`src/rtl/load_store_unit.sv`:
```
// -----------------------------------------------------------------------------
// load_store_unit
//
// Multicycle load/store sequencer between instruction decode, a data memory
// and the register file. It accepts one decoded memory request at a time over
// a valid/ready handshake:
//   - STORE  : one cycle driving the memory write port.
//   - LOAD   : drives the address for MEM_LAT cycles, samples the read data,
//              then spends one cycle writing it back to the register file.
//   - LOADB  : as LOAD, but writes back bits [7:0] sign-extended to DATA_W.
//   - illegal: no memory or register-file activity; err pulses for one cycle.
// Completed loads and stores are counted in saturating counters.
//
// Parameters
//   DATA_W   data word width (memory and register file)
//   ADDR_W   memory address width
//   REG_AW   register file address width
//   MEM_LAT  memory read latency in cycles, legal range 1..4
//   CNT_W    width of the load/store counters
//
// Ports
//   clk, rst                    clock, asynchronous active-high reset
//   req_valid/req_ready         request handshake (ready only while idle)
//   req_op                      00 LOAD, 01 STORE, 10 LOADB, 11 illegal
//   req_addr/req_rd/req_wdata   request address, load destination, store data
//   mem_addr/mem_we/mem_wdata   memory port (outputs)
//   mem_rdata                   memory read data (input)
//   rf_we/rf_waddr/rf_wdata     register file write port
//   done                        one-cycle pulse on store or load writeback
//   err                         one-cycle pulse after an illegal op is accepted
//   load_cnt/store_cnt          saturating completion counters
//
// All outputs are registers or decodes of the state register, so there is no
// combinational path from the request inputs to any output.
// -----------------------------------------------------------------------------
module load_store_unit #(
    parameter int DATA_W  = 32,
    parameter int ADDR_W  = 5,
    parameter int REG_AW  = 4,
    parameter int MEM_LAT = 1,
    parameter int CNT_W   = 16
) (
    input  logic              clk,
    input  logic              rst,

    input  logic              req_valid,
    output logic              req_ready,
    input  logic [1:0]        req_op,
    input  logic [ADDR_W-1:0] req_addr,
    input  logic [REG_AW-1:0] req_rd,
    input  logic [DATA_W-1:0] req_wdata,

    output logic [ADDR_W-1:0] mem_addr,
    output logic              mem_we,
    output logic [DATA_W-1:0] mem_wdata,
    input  logic [DATA_W-1:0] mem_rdata,

    output logic              rf_we,
    output logic [REG_AW-1:0] rf_waddr,
    output logic [DATA_W-1:0] rf_wdata,

    output logic              done,
    output logic              err,
    output logic [CNT_W-1:0]  load_cnt,
    output logic [CNT_W-1:0]  store_cnt
);

    typedef enum logic [1:0] {
        IDLE,
        STORE,
        READ,
        WB
    } state_t;

    localparam logic [1:0] OP_LOAD  = 2'b00;
    localparam logic [1:0] OP_STORE = 2'b01;
    localparam logic [1:0] OP_LOADB = 2'b10;

    // Two bits cover the full legal latency range (MEM_LAT-1 is at most 3).
    localparam logic [1:0] LAT_INIT = 2'(MEM_LAT - 1);

    state_t     state;
    logic [1:0] lat_cnt;
    logic       is_byte;   // captured "this load is LOADB"

    // Handshake and port strobes are pure decodes of the state register.
    assign req_ready = (state == IDLE);
    assign mem_we    = (state == STORE);
    assign rf_we     = (state == WB);
    assign done      = (state == STORE) || (state == WB);

    // NOTE: every register here is updated with non-blocking assignments so
    // that all of them see the pre-edge values of each other, exactly like
    // the flip-flops they describe; blocking assignments would make the
    // result depend on statement order.
    always_ff @(posedge clk or posedge rst) begin
        if (rst) begin
            state     <= IDLE;
            lat_cnt   <= '0;
            is_byte   <= 1'b0;
            mem_addr  <= '0;
            mem_wdata <= '0;
            rf_waddr  <= '0;
            rf_wdata  <= '0;
            err       <= 1'b0;
            load_cnt  <= '0;
            store_cnt <= '0;
        end else begin
            err <= 1'b0;
            case (state)
                IDLE: begin
                    if (req_valid) begin
                        // Capture the request; mem_addr/mem_wdata/rf_waddr are
                        // driven straight from these registers.
                        mem_addr  <= req_addr;
                        mem_wdata <= req_wdata;
                        rf_waddr  <= req_rd;
                        is_byte   <= (req_op == OP_LOADB);
                        case (req_op)
                            OP_STORE: state <= STORE;
                            OP_LOAD, OP_LOADB: begin
                                state   <= READ;
                                lat_cnt <= LAT_INIT;
                            end
                            // Illegal op: stay idle so the next request can be
                            // taken immediately; only flag the error.
                            default: err <= 1'b1;
                        endcase
                    end
                end

                STORE: begin
                    if (store_cnt != '1) store_cnt <= store_cnt + CNT_W'(1);
                    state <= IDLE;
                end

                READ: begin
                    if (lat_cnt == 2'd0) begin
                        // Last latency cycle: the memory data is valid now.
                        rf_wdata <= is_byte
                                  ? {{(DATA_W-8){mem_rdata[7]}}, mem_rdata[7:0]}
                                  : mem_rdata;
                        state    <= WB;
                    end else begin
                        lat_cnt <= lat_cnt - 2'd1;
                    end
                end

                WB: begin
                    if (load_cnt != '1) load_cnt <= load_cnt + CNT_W'(1);
                    state <= IDLE;
                end

                default: state <= IDLE;
            endcase
        end
    end

endmodule
```
`config.mk`:
```
export PLATFORM = sky130hd
export DESIGN_NAME = load_store_unit
export DESIGN_NICKNAME = d
export VERILOG_FILES = /design/src/rtl/load_store_unit.sv
export SDC_FILE = /design/constraint.sdc
export NUM_CORES = 1
export LEC_CHECK = 0
export BUFFER_PORTS_ARGS = -buffer_cell sky130_fd_sc_hd__buf_2
export CAP_MARGIN = 10
export CORE_ASPECT_RATIO = 0.9
export CORE_MARGIN = 10
export CORE_UTILIZATION = 52
export DETAILED_ROUTE_END_ITERATION = 8
export PLACE_DENSITY = 0.85
export SLEW_MARGIN = 20
export SYNTH_ARGS = -nofsm -noshare
export SYNTH_HDL_FRONTEND = slang
export SYNTH_SLANG_ARGS = --single-unit
```
`constraint.sdc`:
```
create_clock -name clk -period 8.6 [get_ports clk]
set_input_delay 1.29 -clock clk [delete_from_list [all_inputs] [get_ports clk]]
set_output_delay 1.29 -clock clk [all_outputs]
set_load 0.05 [all_outputs]
```
### After elaboration in Yosys (flattened, before gate mapping)

Index checks and enable logic that the tools add are counted.

* register bits: 111
* output and inout port bits: 110

* $add $sub $neg: 3
* eq/ne operators: 12
* muxes and demuxes: 12
* reduce and logical (&&, ||, !) cells: 14

Operators with widths (number)
* 16-bit by 1-bit adder with 16-bit output (second input constant): 2
* 32-bit two-way mux: 1
* 16-bit inequality test (second input constant): 2
* 2-bit two-way mux: 5
* 2-bit case mux with 2 select lines: 2
* 2-bit AND reduction: 4
* 2-bit == test (second input constant): 3
* 2-bit logical NOT: 3
* 2-bit inequality test (second input constant): 3
* 2-bit case mux with 3 select lines: 1
* 2-bit by 1-bit == test with 1-bit output (second input constant): 2
* 4-bit AND reduction: 1
* 2-bit OR reduction: 2
* 1-bit two-way mux: 3
* 3-bit by 1-bit inequality test with 1-bit output (second input constant): 1
* 3-bit AND reduction: 1
* 3-bit OR reduction: 1
* 2-bit by 1-bit inequality test with 1-bit output (second input constant): 1
* 2-bit nonzero test: 1
* 2-bit by 1-bit subtractor with 2-bit output (second input constant): 1
* 1-bit logical OR: 1

### Logic depth before layout (Yosys ltp)

* depth in word-level cells: 5
* mapped depth: 7

### Least setup slack after synthesis

No wires, ideal clock.

* kind: register to output
* from: register state[1]
* to: output req_ready
* data arrival time: 1.157 ns
* data required time: 7.310 ns
* setup slack: 6.153 ns
* cell stages (with the launch flop): 3
* path buffers: 1
* cell sequence: dfrtp_1 buf_2 nor2_1

* cells in the longest elaborated chain, start to end: 1

Ends and longest elaborated chain
* start, declared: RTL line 82 `state_t state;`
* start signal, assigned: RTL line 98 `state <= IDLE;`
* start signal, assigned: RTL line 120 `OP_STORE: state <= STORE;`
* start signal, assigned: RTL line 122 `state <= READ;`
* 2-bit logical NOT: RTL line 87 `assign req_ready = (state == IDLE);`
* end, declared: RTL line 47 `output logic req_ready,`

No other way between the ends.

### Worst setup path in the final report

* from: register state[1]
* to: output rf_we

* cells in the longest elaborated chain, start to end: 1

Ends and longest elaborated chain
* 2-bit == test: RTL line 89 `assign rf_we = (state == WB);`
* end, declared: RTL line 58 `output logic rf_we,`

No other way between the ends.

==> qor.log <==
INFO  status         status=finished clean
INFO  logic_synthesis net_count_synth=469
INFO  setup_path     critical_path_cell_count=3
INFO  timing         report.final.setup_viol=0
INFO  detailed_routing detail_route_met3_wl=1240um
INFO  power          vdd_drop_max=0.000376V
INFO  setup_path     worst_setup_ep=rf_we
INFO  power          p_seq_share=32.6%
INFO  flow_run       max_cap_viol_count=0
INFO  logic_synthesis synthArstFlopShare=100%
INFO  grt            largest_net_degree_at_the_start_of_global_routing=80
INFO  detailed_routing post_dr_vias_cell=5.27
INFO  die            die_area=13200um^2
INFO  grt            grt_first_pass_wirelength=19700um
INFO  power          combinationalPowerShare=53.0%
INFO  setup_path     path_max_fanout=9
INFO  placed_design  io_buffers=187
INFO  detailed_routing remaining_drc_errors=0
INFO  detailed_routing drt-wirelength-per-cell=17.8um
INFO  setup_path     worstPathCellList=nand2_2, inv_1, buf_2
INFO  logic_synthesis synth_area_per_cell=12.0um^2
INFO  die            die_height=110um
INFO  detailed_routing detail_route.wirelength.met1=4750um
INFO  power          power-per-cell-area=444nW/um^2
INFO  setup_path     reg2reg_to=rf_waddr[3]$_DFFE_PP0P_
INFO  cts            cts_hold_buf=0
INFO  cts            h-tree-depth=3
INFO  detailed_routing drt_iter0_drc=293
INFO  grt            grt_util_all_layers=18.4%
INFO  setup_path     worstPathRequired=7.31ns
INFO  die            floorplan.core_area=8650um^2
INFO  cts            clkSinkCount=111
INFO  detailed_routing drt.antenna.violating_nets=0
INFO  grt            overflow=0
INFO  setup_path     critPathBufInv=2
INFO  timing         final_period_minus_worst_setup_slack=2.77ns
INFO  timing         worst_clock_skew=0.0150ns
INFO  final_layout   areaGrowthSynthToFinish=27.4%
INFO  cts            postCtsResizedCells=0
INFO  final_layout   insertedDiodeCount=0
INFO  setup_path     worst-endpoint-arrival=1.48ns
INFO  power          switching_share=51.2%
INFO  cts            number_of_buffers_on_the_longest_clock_path=2
INFO  setup_path     reg2reg_from=state[0]$_DFFE_PP0P_
INFO  power          cell_internal_pwr=1.29mW
INFO  detailed_routing drt_wl_total=12300um
INFO  power          power.clock.fraction=14.4%
INFO  placed_design  place.gp.congestion=0.839
INFO  final_layout   leading_cell_types_in_the_layout_fill_and_taps_excluded=buf_2, dfrtp_1, mux2_2
INFO  final_layout   fin_util=68.8%
INFO  power          power.total=2.64mW
INFO  grt            antenna_found_initial=0
INFO  timing         slew_violations=0
INFO  die            placementRows=32
INFO  timing         max-slew-margin-rel=33.8%
INFO  timing         rsz0062_at_grt=no
INFO  logic_synthesis yosysSeqAreaShare=59.5%
INFO  timing         setup_ws=5.83ns
INFO  logic_synthesis postSynthRegisterBits=111
INFO  timing         min_period_over_period=32.2%
INFO  cts            clk_root_buffer_cell=clkbuf_8
INFO  setup_path     slowest_stage_cell_cp=dfrtp_1
INFO  timing         worstMarginPinSlew=0.992ns
INFO  cts            clk_pin_slew_worst_paths=0.10ns
INFO  timing         max_clk_rate=361MHz
INFO  logic_synthesis ys_types=39
INFO  setup_path     timing.critical_path.to_type=output port
INFO  grt            first_global_vias=3902
INFO  detailed_routing routed-via-count=3652
INFO  logic_synthesis yosys_warnings=0
INFO  final_layout   fraction_of_layout_cells_with_a_size_suffix_above_1=47.4%
INFO  placed_design  dp.final_hpwl=9310um
INFO  worst_hold_path hp-class=flop to flop
INFO  detailed_routing drtPass1Iterations=4
INFO  cts            cts_buffers=9
INFO  setup_path     crit_path_max_incr_delay=0.50ns
INFO  detailed_routing dr.max_layer_used=met4
INFO  setup_path     crit_path_start_kind=flop
INFO  setup_path     path_class=flop to output port
INFO  timing         report.final.hold_viol_count=0
INFO  logic_synthesis synth.cell_area=4670um^2
INFO  setup_path     cpLargestDelayFamily=flip-flops
INFO  setup_path     setup.reg_to_reg.worst_slack=6.55ns
INFO  setup_path     worstSetupStartpoint=state[1]$_DFFE_PP0P_
INFO  logic_synthesis synth-edff-count=0
INFO  setup_path     worstRegToRegCells=3
INFO  timing         fin_tns_setup=0ns
INFO  placed_design  pre_cts_ws=5.85ns
INFO  die            start_util=54.0%
INFO  final_layout   finish.cell_count_without_fillers=693
INFO  logic_synthesis synthFlopType=dfrtp_1
INFO  detailed_routing met2_routed_length=6170um
INFO  power          power.static_leakage=3.11nW
INFO  die            boundaryPins=188
INFO  final_layout   fillerInstances=685
INFO  final_layout   finish.net_count=650
INFO  placed_design  placed_cells_incl_taps=677
INFO  logic_synthesis synthesis.instances=388
INFO  cts            insertion_delay=0.36ns
INFO  cts            cts_tree=yes
INFO  die            dieWidth=120um
INFO  final_layout   layout_commonest_cell=buf_2
INFO  power          power.net_switching=1.35mW
INFO  cts            cts.repair_timing.setup_buffer_count=0
worst register-to-register path, delay by kind of cell, from the launching register on:
family | cells | cell delay (ns)
AND/OR/NAND/NOR | 2 | 1.03
flip-flops | 1 | 0.47
multiplexers | 1 | 0.45
cell families (layout without fill, tap and decap cells):
logic type / after synthesis / in the layout / synth area share (%)
XOR/XNOR: 26 / 26 / 4.88
flip-flops: 111 / 111 / 59.5
adder cells (fa/ha/maj): 3 / 3 / 0.804
buffers and inverters: 27 / 213 / 2.39
multiplexers: 53 / 53 / 12.9
AO/OA/AOI/OAI: 67 / 67 / 7.59
AND/OR/NAND/NOR: 101 / 101 / 12.0
power groups by stage:
stage	Clock, mW	Combinational (mW)	Sequential (mW)
2_1_floorplan	0	0.400	1.53
3_3_place_gp	0	1.38	0.855
3_5_place_dp	0	1.42	0.869
4_1_cts	0.387	1.41	0.862
5_1_grt	0.407	1.48	0.889
6_report	0.380	1.40	0.860
stage by stage:
step / hold slack (ns) / cell area (um^2)
6_report: 0.483 / 5950
5_1_grt: 0.521 / 5950
4_1_cts: 0.489 / 5950
3_5_place_dp: 0.466 / 5690
3_3_place_gp: 0.456 / 5690
2_1_floorplan: 0.521 / 4670
worst min path at each step:
stage	startpoint	to	slack (ns)	cells past startpoint
finish	rf_wdata[27]$_DFFE_PP0P_	rf_wdata[27]$_DFFE_PP0P_	0.48	2
global placement	rf_wdata[12]$_DFFE_PP0P_	rf_wdata[12]$_DFFE_PP0P_	0.46	2
CTS	rf_wdata[27]$_DFFE_PP0P_	rf_wdata[27]$_DFFE_PP0P_	0.49	2
detailed placement	rf_wdata[27]$_DFFE_PP0P_	rf_wdata[27]$_DFFE_PP0P_	0.47	2
floorplan	lat_cnt[0]$_DFFE_PP0P_	lat_cnt[0]$_DFFE_PP0P_	0.52	2
global route	rf_wdata[14]$_DFFE_PP0P_	rf_wdata[14]$_DFFE_PP0P_	0.52	2
routing by layer:
metal | vias up | track usage [%]
li1 | 1728 | -
met1 | 1768 | 20.8
met2 | 140 | 31.3
met3 | 16 | 8.30
met4 | 0 | 4.99
met5 | - | 0
synthesized netlist by cell type, types with 2 or more instances:
master | n | share of area, %
inv_1 | 6 | 0.48
o21ai_0 | 28 | 3.0
a2111oi_0 | 2 | 0.38
clkbuf_1 | 12 | 0.97
or2_2 | 2 | 0.27
nor2_1 | 7 | 0.56
xor2_1 | 26 | 4.9
buf_2 | 8 | 0.86
and3_1 | 4 | 0.54
nor3_1 | 12 | 1.3
and2_1 | 2 | 0.27
nand4_1 | 10 | 1.3
nand3b_1 | 2 | 0.32
dfrtp_1 | 111 | 60
mux2_2 | 52 | 13
a211oi_1 | 2 | 0.32
nor4_1 | 2 | 0.27
nor3b_1 | 2 | 0.32
a21oi_1 | 32 | 3.4
ha_1 | 3 | 0.80
nand3_1 | 9 | 0.97
nand2_1 | 37 | 3.0
sequential cells by signal (all words and copies together), names as in the netlist:
name       count
mem_wdata     32
rf_waddr       4
state          2
err            1
lat_cnt        2
mem_addr       5
rf_wdata      32
is_byte        1
load_cnt      16
store_cnt     16
final cells by class:
type                    count  area [um^2]  share of cell area [%]
clock buffers              10          138                    2.31
inverters                   7         28.8                   0.484
repair buffers            190          958                    16.1
multi-input cells         250         1780                    29.9
well taps                 119          149                    2.50
clock inverters             6          116                    1.96
flip-flops and latches    111         2780                    46.7
No activity file was read; power rests on OpenSTA's default activity.
